<file path="src/rtl/jogo_memoria_parametrizado_if.sv">
// jogo_memoria_parametrizado_if: player/board-side signals of the memory game
interface jogo_memoria_parametrizado_if #(
  parameter int N_BOTOES    = 4,
  parameter int MAX_RODADAS = 16
);
  localparam int RW = $clog2(MAX_RODADAS) + 1;
  logic                jogar;
  logic                dificuldade;
  logic [N_BOTOES-1:0] botoes;
  logic [N_BOTOES-1:0] leds;
  logic                ganhou;
  logic                perdeu;
  logic                pronto;
  logic                db_timeout;
  logic [3:0]          db_estado;
  logic [RW-1:0]       db_rodada;
  modport master (
    output jogar, dificuldade, botoes,
    input  leds, ganhou, perdeu, pronto, db_timeout, db_estado, db_rodada
  );
  modport slave (
    input  jogar, dificuldade, botoes,
    output leds, ganhou, perdeu, pronto, db_timeout, db_estado, db_rodada
  );
endinterface

</file>
<file path="src/rtl/jogo_memoria_parametrizado.sv">
// jogo_memoria_parametrizado: LFSR-driven sequence-memory game with playback, timeout and difficulty
module jogo_memoria_parametrizado #(
  parameter int          N_BOTOES       = 4,
  parameter int          MAX_RODADAS    = 16,
  parameter int          TIMEOUT_CICLOS = 5000,
  parameter int          TEMPO_LED      = 1000,
  parameter int          TEMPO_APAGADO  = 500,
  parameter logic [15:0] SEMENTE        = 16'hACE1
) (
  input logic clock,
  input logic reset,
  jogo_memoria_parametrizado_if.slave io
);
  localparam int RW = $clog2(MAX_RODADAS) + 1;
  localparam int AW = $clog2(MAX_RODADAS);
  localparam int TM = TIMEOUT_CICLOS > TEMPO_LED
                    ? (TIMEOUT_CICLOS > TEMPO_APAGADO ? TIMEOUT_CICLOS : TEMPO_APAGADO)
                    : (TEMPO_LED > TEMPO_APAGADO ? TEMPO_LED : TEMPO_APAGADO);
  localparam int CW = $clog2(TM + 1);
  typedef enum logic [3:0] {
    INICIAL  = 4'h0, PREPARA  = 4'h1, GERA    = 4'h2, MOSTRA  = 4'h3,
    APAGA    = 4'h4, ESPERA   = 4'h5, REGISTRA = 4'h6, COMPARA = 4'h7,
    PROXIMA  = 4'h8, GANHOU   = 4'hA, PERDEU  = 4'hE, ESGOTOU = 4'hF
  } estado_t;
  estado_t             estado;
  logic [15:0]         lfsr;
  logic [N_BOTOES-1:0] ram [MAX_RODADAS];
  logic [N_BOTOES-1:0] jog, prev, novo;
  logic [RW-1:0]       rodada, limite, ultimo;
  logic [AW-1:0]       endereco;
  logic [CW-1:0]       cnt;
  logic                jogada, fb, fim_seq;
  assign jogada  = |io.botoes && !(|prev);
  assign ultimo  = rodada - RW'(1);
  assign fim_seq = RW'(endereco) == ultimo;
  assign fb      = lfsr[15] ^ lfsr[13] ^ lfsr[12] ^ lfsr[10];
  assign novo    = N_BOTOES'(1) << (lfsr % 16'(N_BOTOES));
  // sequence storage is never reset; only written in GERA
  always_ff @(posedge clock)
    if (estado == GERA) ram[rodada[AW-1:0]] <= novo;
  always_ff @(posedge clock) begin
    if (reset) begin
      estado   <= INICIAL;
      lfsr     <= SEMENTE;
      rodada   <= '0;
      limite   <= '0;
      endereco <= '0;
      cnt      <= '0;
      jog      <= '0;
      prev     <= '0;
    end else begin
      prev <= io.botoes;
      case (estado)
        INICIAL, GANHOU, PERDEU, ESGOTOU:
          if (io.jogar) begin
            limite <= io.dificuldade ? RW'(MAX_RODADAS) : RW'(MAX_RODADAS / 2);
            estado <= PREPARA;
          end
        PREPARA: begin
          rodada <= '0;
          estado <= GERA;
        end
        GERA: begin
          lfsr     <= {lfsr[14:0], fb};
          rodada   <= rodada + 1'b1;
          endereco <= '0;
          cnt      <= '0;
          estado   <= MOSTRA;
        end
        MOSTRA:
          if (cnt == CW'(TEMPO_LED - 1)) begin
            cnt    <= '0;
            estado <= APAGA;
          end else cnt <= cnt + 1'b1;
        APAGA:
          if (cnt == CW'(TEMPO_APAGADO - 1)) begin
            cnt      <= '0;
            endereco <= fim_seq ? '0 : endereco + 1'b1;
            estado   <= fim_seq ? ESPERA : MOSTRA;
          end else cnt <= cnt + 1'b1;
        // a fresh press beats the timeout on the same cycle
        ESPERA:
          if (jogada) begin
            jog    <= io.botoes;
            estado <= REGISTRA;
          end else if (cnt == CW'(TIMEOUT_CICLOS - 1)) estado <= ESGOTOU;
          else cnt <= cnt + 1'b1;
        REGISTRA: estado <= COMPARA;
        COMPARA:
          if (jog != ram[endereco]) estado <= PERDEU;
          else if (fim_seq) estado <= PROXIMA;
          else begin
            endereco <= endereco + 1'b1;
            cnt      <= '0;
            estado   <= ESPERA;
          end
        PROXIMA: estado <= rodada == limite ? GANHOU : GERA;
        default: estado <= INICIAL;
      endcase
    end
  end
  assign io.leds       = estado == MOSTRA ? ram[endereco] : estado == REGISTRA ? jog : '0;
  assign io.ganhou     = estado == GANHOU;
  assign io.perdeu     = estado == PERDEU || estado == ESGOTOU;
  assign io.pronto     = estado == GANHOU || estado == PERDEU || estado == ESGOTOU;
  assign io.db_timeout = estado == ESGOTOU;
  assign io.db_estado  = estado;
  assign io.db_rodada  = rodada;
endmodule

</file>
<file path="src/flat_wrapper.sv">
// flat-port wrapper written by rule: the top's interface ports become plain ports
module jogo_memoria_parametrizado_flat 
#(
  parameter int          N_BOTOES       = 4,
  parameter int          MAX_RODADAS    = 16,
  parameter int          TIMEOUT_CICLOS = 5000,
  parameter int          TEMPO_LED      = 1000,
  parameter int          TEMPO_APAGADO  = 500,
  parameter logic [15:0] SEMENTE        = 16'hACE1
)
  (clock, reset, io_jogar, io_dificuldade, io_botoes, io_leds, io_ganhou, io_perdeu, io_pronto, io_db_timeout, io_db_estado, io_db_rodada);
  jogo_memoria_parametrizado_if #(.N_BOTOES(N_BOTOES), .MAX_RODADAS(MAX_RODADAS)) io_i ();
  input logic clock;
  input logic reset;
  input wire logic [$bits(io_i.jogar)-1:0] io_jogar;
  input wire logic [$bits(io_i.dificuldade)-1:0] io_dificuldade;
  input wire logic [$bits(io_i.botoes)-1:0] io_botoes;
  output wire logic [$bits(io_i.leds)-1:0] io_leds;
  output wire logic [$bits(io_i.ganhou)-1:0] io_ganhou;
  output wire logic [$bits(io_i.perdeu)-1:0] io_perdeu;
  output wire logic [$bits(io_i.pronto)-1:0] io_pronto;
  output wire logic [$bits(io_i.db_timeout)-1:0] io_db_timeout;
  output wire logic [$bits(io_i.db_estado)-1:0] io_db_estado;
  output wire logic [$bits(io_i.db_rodada)-1:0] io_db_rodada;
  assign io_i.jogar = io_jogar;
  assign io_i.dificuldade = io_dificuldade;
  assign io_i.botoes = io_botoes;
  assign io_leds = io_i.leds;
  assign io_ganhou = io_i.ganhou;
  assign io_perdeu = io_i.perdeu;
  assign io_pronto = io_i.pronto;
  assign io_db_timeout = io_i.db_timeout;
  assign io_db_estado = io_i.db_estado;
  assign io_db_rodada = io_i.db_rodada;
  jogo_memoria_parametrizado #(.N_BOTOES(N_BOTOES), .MAX_RODADAS(MAX_RODADAS), .TIMEOUT_CICLOS(TIMEOUT_CICLOS), .TEMPO_LED(TEMPO_LED), .TEMPO_APAGADO(TEMPO_APAGADO), .SEMENTE(SEMENTE)) u_core (.clock(clock), .reset(reset), .io(io_i));
endmodule
</file>
<file path="config.mk">
export PLATFORM = sky130hd
export DESIGN_NAME = jogo_memoria_parametrizado_flat
export DESIGN_NICKNAME = d
export VERILOG_FILES = /design/src/rtl/jogo_memoria_parametrizado_if.sv /design/src/rtl/jogo_memoria_parametrizado.sv /design/src/flat_wrapper.sv
export SDC_FILE = /design/constraint.sdc
export NUM_CORES = 1
export LEC_CHECK = 0
export ABC_CLOCK_PERIOD_IN_PS = 7000
export CAP_MARGIN = 20
export CORE_AREA = 2 2 108 188
export DETAILED_ROUTE_END_ITERATION = 10
export DIE_AREA = 0 0 110 190
export DONT_BUFFER_PORTS = 1
export PLACE_DENSITY = 0.51
export SLEW_MARGIN = 30
export SYNTH_ARGS = -nofsm -noshare
export SYNTH_HDL_FRONTEND = slang
export SYNTH_SLANG_ARGS = --single-unit
</file>
<file path="constraint.sdc">
create_clock -name clock -period 7 [get_ports clock]
set_input_delay 2.1 -clock clock [delete_from_list [all_inputs] [get_ports clock]]
set_output_delay 2.1 -clock clock [all_outputs]
set_load 0.005 [all_outputs]
</file>
Yosys cells after proc, flatten, opt, wreduce, memory -nomap -nowiden
Memory sizes are Yosys's and may differ from the RTL's. A register that Yosys moved wholly into a read port is not among the register bits.
Cells that the tools add are included.
{"block": "word_totals", "ff_bits": 55, "latchBits": 0, "ram_bits": 64, "romBits": 0, "in_bits": 8, "out_inout_bits": 17, "wordCells": 89, "n_memories": 1}
{"block": "classes", "n_addsub": 4, "mul": 0, "div": 0, "magnitude_cmp": 0, "n_eq_ne": 25, "shift": 1, "muxes": 30, "bitwise_logic": 3, "reduce_logical": 17}
{"name": "u_core.ram", "depth": 16, "width": 4, "read_ports": 1, "rd_ports_with_merged_regs": 1, "wr": 1, "line": "jogo_memoria_parametrizado.sv:27", "text": "logic [N_BOTOES-1:0] ram [MAX_RODADAS];"}
{"cell": "$mux W13", "n": 6}
{"cell": "$pmux W13 S5", "n": 1}
{"cell": "$mux W4", "n": 16}
{"cell": "$pmux W4 S9", "n": 1}
{"cell": "$eq A4 B3 Y1 const B", "n": 4}
{"cell": "$eq A4 B4 Y1 const B", "n": 4}
{"cell": "$add A13 B1 Y13 const B", "n": 1}
{"cell": "$eq A13 B10 Y1 const B", "n": 1}
{"cell": "$eq A13 B13 Y1 const B", "n": 1}
{"cell": "$eq A13 B9 Y1 const B", "n": 1}
{"cell": "$pmux W4 S3", "n": 1}
{"cell": "$reduce_or A4 Y1", "n": 3}
{"cell": "$ne A2 B2 Y1 const B", "n": 5}
{"cell": "$pmux W5 S2", "n": 1}
{"cell": "$eq A4 B2 Y1 const B", "n": 2}
{"cell": "$reduce_and A4 Y1", "n": 2}
{"cell": "$add A5 B1 Y5 const B", "n": 1}
{"cell": "$eq A4 B5 Y1", "n": 1}
{"cell": "$eq A5 B5 Y1", "n": 1}
{"cell": "$mux W5", "n": 1}
{"cell": "$reduce_and A5 Y1", "n": 1}
{"cell": "$reduce_bool A5 Y1", "n": 1}
{"cell": "$sub A5 B1 Y5 const B", "n": 1}
{"cell": "$add A4 B1 Y4 const B", "n": 1}
{"cell": "other kinds (15)", "n": 22}

Depth between registers and ports, before layout
{"block": "logic_depth", "depth_word": 7, "ltp_mapped": 10, "mapped_depth_nobuf": 9}

Least setup slack after synthesis
OpenSTA, ideal clock, no wires.
{"block": "synth_path", "kind": "register to output", "startpoint": "register (tool-made name)", "endpoint": "output io_leds[3]", "arrival_time_ns": 1.683, "required_time_ns": 4.900, "slack_ns": 3.217, "stages_incl_launch_ff": 8, "path_buffers": 2, "path_cell_list": "dfxtp_1 -> buf_4 -> buf_1 -> mux4_2 -> a22oi_1 -> nand2_1 -> a22oi_1 -> nor2_1"}
{"item": "end, declared", "line": "flat_wrapper.sv:18", "text": "output wire logic [$bits(io_i.leds)-1:0] io_leds;"}

==> flow_summary.yaml <==
finish:
  fill_cells: 1918
  nets: 546
  layout_commonest_cell: "nand2_1"
  area_growth_pct: 13.9
  drive_gt1_share_pct: 10.8
  fin_util_pct: 33.3
  final_cell_mix: "nand2_1 (69), edfxtp_1 (64), dfxtp_1 (56)"
  diodes: 0
  design_area_sq_um: 6480
drt:
  routed_wl_um: 15000
  drc: 0
  ant_nets: 0
  firstDrtPassIters: 5
  drt_iter0_drc: 295
  wl_per_cell_um: 19.0
  vias: 4116
  avgViaCountPerCell: 5.21
sta:
  max_freq_ghz: 0.214
  fin_skew_ps: 20.0
  relSlewSlack_pct: 35.0
  layout_min_cycle_time_ps: 4680
  setup_violations: 0
  layout_setup_ws_ps: 2320
  finalCritPeriodShare_pct: 66.8
  drv_slew: 0
  rsz0062_at_grt: "false"
  hold_violations: 0
  setup_tns_ps: 0
  tightest_slew_ps: 974
  hold_slack_ps: 446
floorplan:
  boundaryPins: 25
  start_util_pct: 29.2
  rows: 68
  dieArea_sq_um: 20900
  dieWidth_um: 110
  die_h_um: 190
  core_sq_um: 19500
min_path:
  min_path_type: "flip-flop to flip-flop"
global_routing:
  grt_pass1_vias: 4049
  antenna_found_initial: 0
  overflow: 0
  grt_pass1_wl_um: 23100
  track_usage_pct: 15.2
  grt_max_degree: 29
cts:
  cts_setup_buffers: 0
  cts.reportedPaths.clkPinSlew_ps: 60
  cts.sinks: 120
  insertion_delay_ps: 430
  cts_tree: "built"
  clockRootBuffer: "clkbuf_16"
  clk_path_buf_depth: 2
  ctsResizeCount: 0
  cts_buffers: 17
  postCtsHoldBufs: 0
  htreeDepth: 4
pwr:
  p_leak_nw: 2.17
  peakVddDrop_v: 0.000155
  p_per_area_nw_per_um2: 346
placed_design:
  io_buffers: 0
  postPlaceCellArea_sq_um: 5900
  gp_congestion: 0.858
  place_ws_ps: 2760
  dpl.hpwl_um: 10900
synth:
  synth.area.mux_share_pct: 8.33
  yosysUniqueCellTypes: 70
  synth_top_family_by_area: "simple AND/OR/NAND/NOR gates"
  synth_enable_flop_cells: 64
  syn_avg_cell_area_sq_um: 10.6
  synth-seq-area-share_pct: 53.5
  synth-compound-area-share_pct: 13.6
  yosys.area_share.xor_xnor_pct: 1.39
  synth_fa_ha_area_share_pct: 1.32
  yosysWarnings: 0
  netlist_instances: 538
  async_flop_share_pct: 0
  synth_ff_type: "edfxtp_1"
  syn_area_sq_um: 5690
  synth_seq_cells: 120
  yosys.area.top_type: "edfxtp_1"
  ys_top_cells_by_area: "edfxtp_1 (34%), dfxtp_1 (20%), nand2_1 (4.6%)"
  synth_top_cell_area_share_pct: 33.8
  synth-simple-area-share_pct: 18.9
  syn_nets: 552
critical_path:
  path_common_cell: "a22oi_1"
  crit_chain: "mux4_2 > a22oi_1 > nand2_1 > a22oi_1 > nor2_1"
  path_max_fanout: 21
  startpoint_type: "flip-flop"
  crit_path_end_kind: "output port"
  cp_slowest_cell: "dfxtp_1"
  cpPeakStageDelay_ps: 900
  required_ps: 4900
  worstSetupPathType: "flip-flop to output port"
  cp.arrival_ps: 2580
flow_run:
  maxCapViolCount: 0
run_status:
  status: "finished clean"
-- power breakdown --
part,leakage [nW],total (W),internal (W),switching [W]
Clock,0.277,0.000846,0.000522,0.000324
Combinational,0.843,0.000476,0.000169,0.000306
Sequential,1.05,0.000919,0.000830,0.0000889
Total,2.17,0.00224,0.00152,0.000719
-- final timing paths --
path | slack (ps) | to | cells past startpoint | startpoint
max | 2320 | io_leds[2] | 5 | flip-flop
min | 450 | u_core.lfsr[8]$_SDFFE_PP0P_ | 2 | u_core.lfsr[7]$_SDFFE_PP1P_
max reg2reg | 3350 | u_core.cnt[8]$_SDFFE_PP0P_ | 7 | flip-flop
min reg2reg | 450 | u_core.lfsr[8]$_SDFFE_PP0P_ | 2 | u_core.lfsr[7]$_SDFFE_PP1P_
-- layer usage --
metal  vias to the layer above  track usage (%)  share of wire (%)
met1                      2022             14.8                 36
met4                         0             8.81                3.5
met2                        72             27.4                 56
met5                         -                0                  0
li1                       1998                -                  -
met3                        24             4.86                4.8
-- Yosys cell counts (5+ instances only) --
cell type and instances:
inv_1 9, clkbuf_1 21, mux4_2 10, nor2b_1 12, a22oi_1 8, nor3_1 10
nand4_1 8, edfxtp_1 64, dfxtp_1 56, nand3_1 26, a21oi_1 27, xor2_1 5
ha_1 6, a2111o_1 9, o211ai_1 8, and3_1 5, nor2_1 55, nand2_1 69
mux2i_1 20, nand2b_1 8, o21ai_0 16
-- state kept, by name (all words and copies together), names as in the netlist, named ones only --
name	cells
u_core.ram	64
u_core.lfsr	16
u_core.cnt	13
u_core.io.db_rodada	5
u_core.endereco	4
u_core.io.db_estado	4
u_core.jog	4
u_core.prev	4
u_core.limite	2
-- stage by stage --
step,std cells,power [W]
2_1_floorplan,538,0.00127
3_3_place_gp,758,0.00140
3_5_place_dp,758,0.00141
4_1_cts,790,0.00226
5_1_grt,790,0.00236
6_report,790,0.00224
-- worst max-delay path, delay by kind of cell (launching register included) --
family,cells,cell delay (ps)
multiplexers,1,590
AO/OA/AOI/OAI,2,480
AND/OR/NAND/NOR,2,180
flip-flops,1,900
-- area by class of cell --
type / count / area [sq um] / area share (%)
clock inverters: 15 / 154 / 2.38
inverters: 12 / 45.0 / 0.695
flip-flops and latches: 120 / 3040 / 47.0
repair buffers: 2 / 15.0 / 0.232
clock buffers: 17 / 425 / 6.57
well taps: 245 / 307 / 4.73
multi-input cells: 379 / 2490 / 38.4
-- kinds of logic after synthesis --
| group | after synthesis |
|---|---|
| multiplexers | 33 |
| adder cells (fa/ha/maj) | 6 |
| buffers and inverters | 39 |
| flip-flops | 120 |
| AND/OR/NAND/NOR | 221 |
| XOR/XNOR | 9 |
| AO/OA/AOI/OAI | 110 |
(Power assumes the default switching activity.)
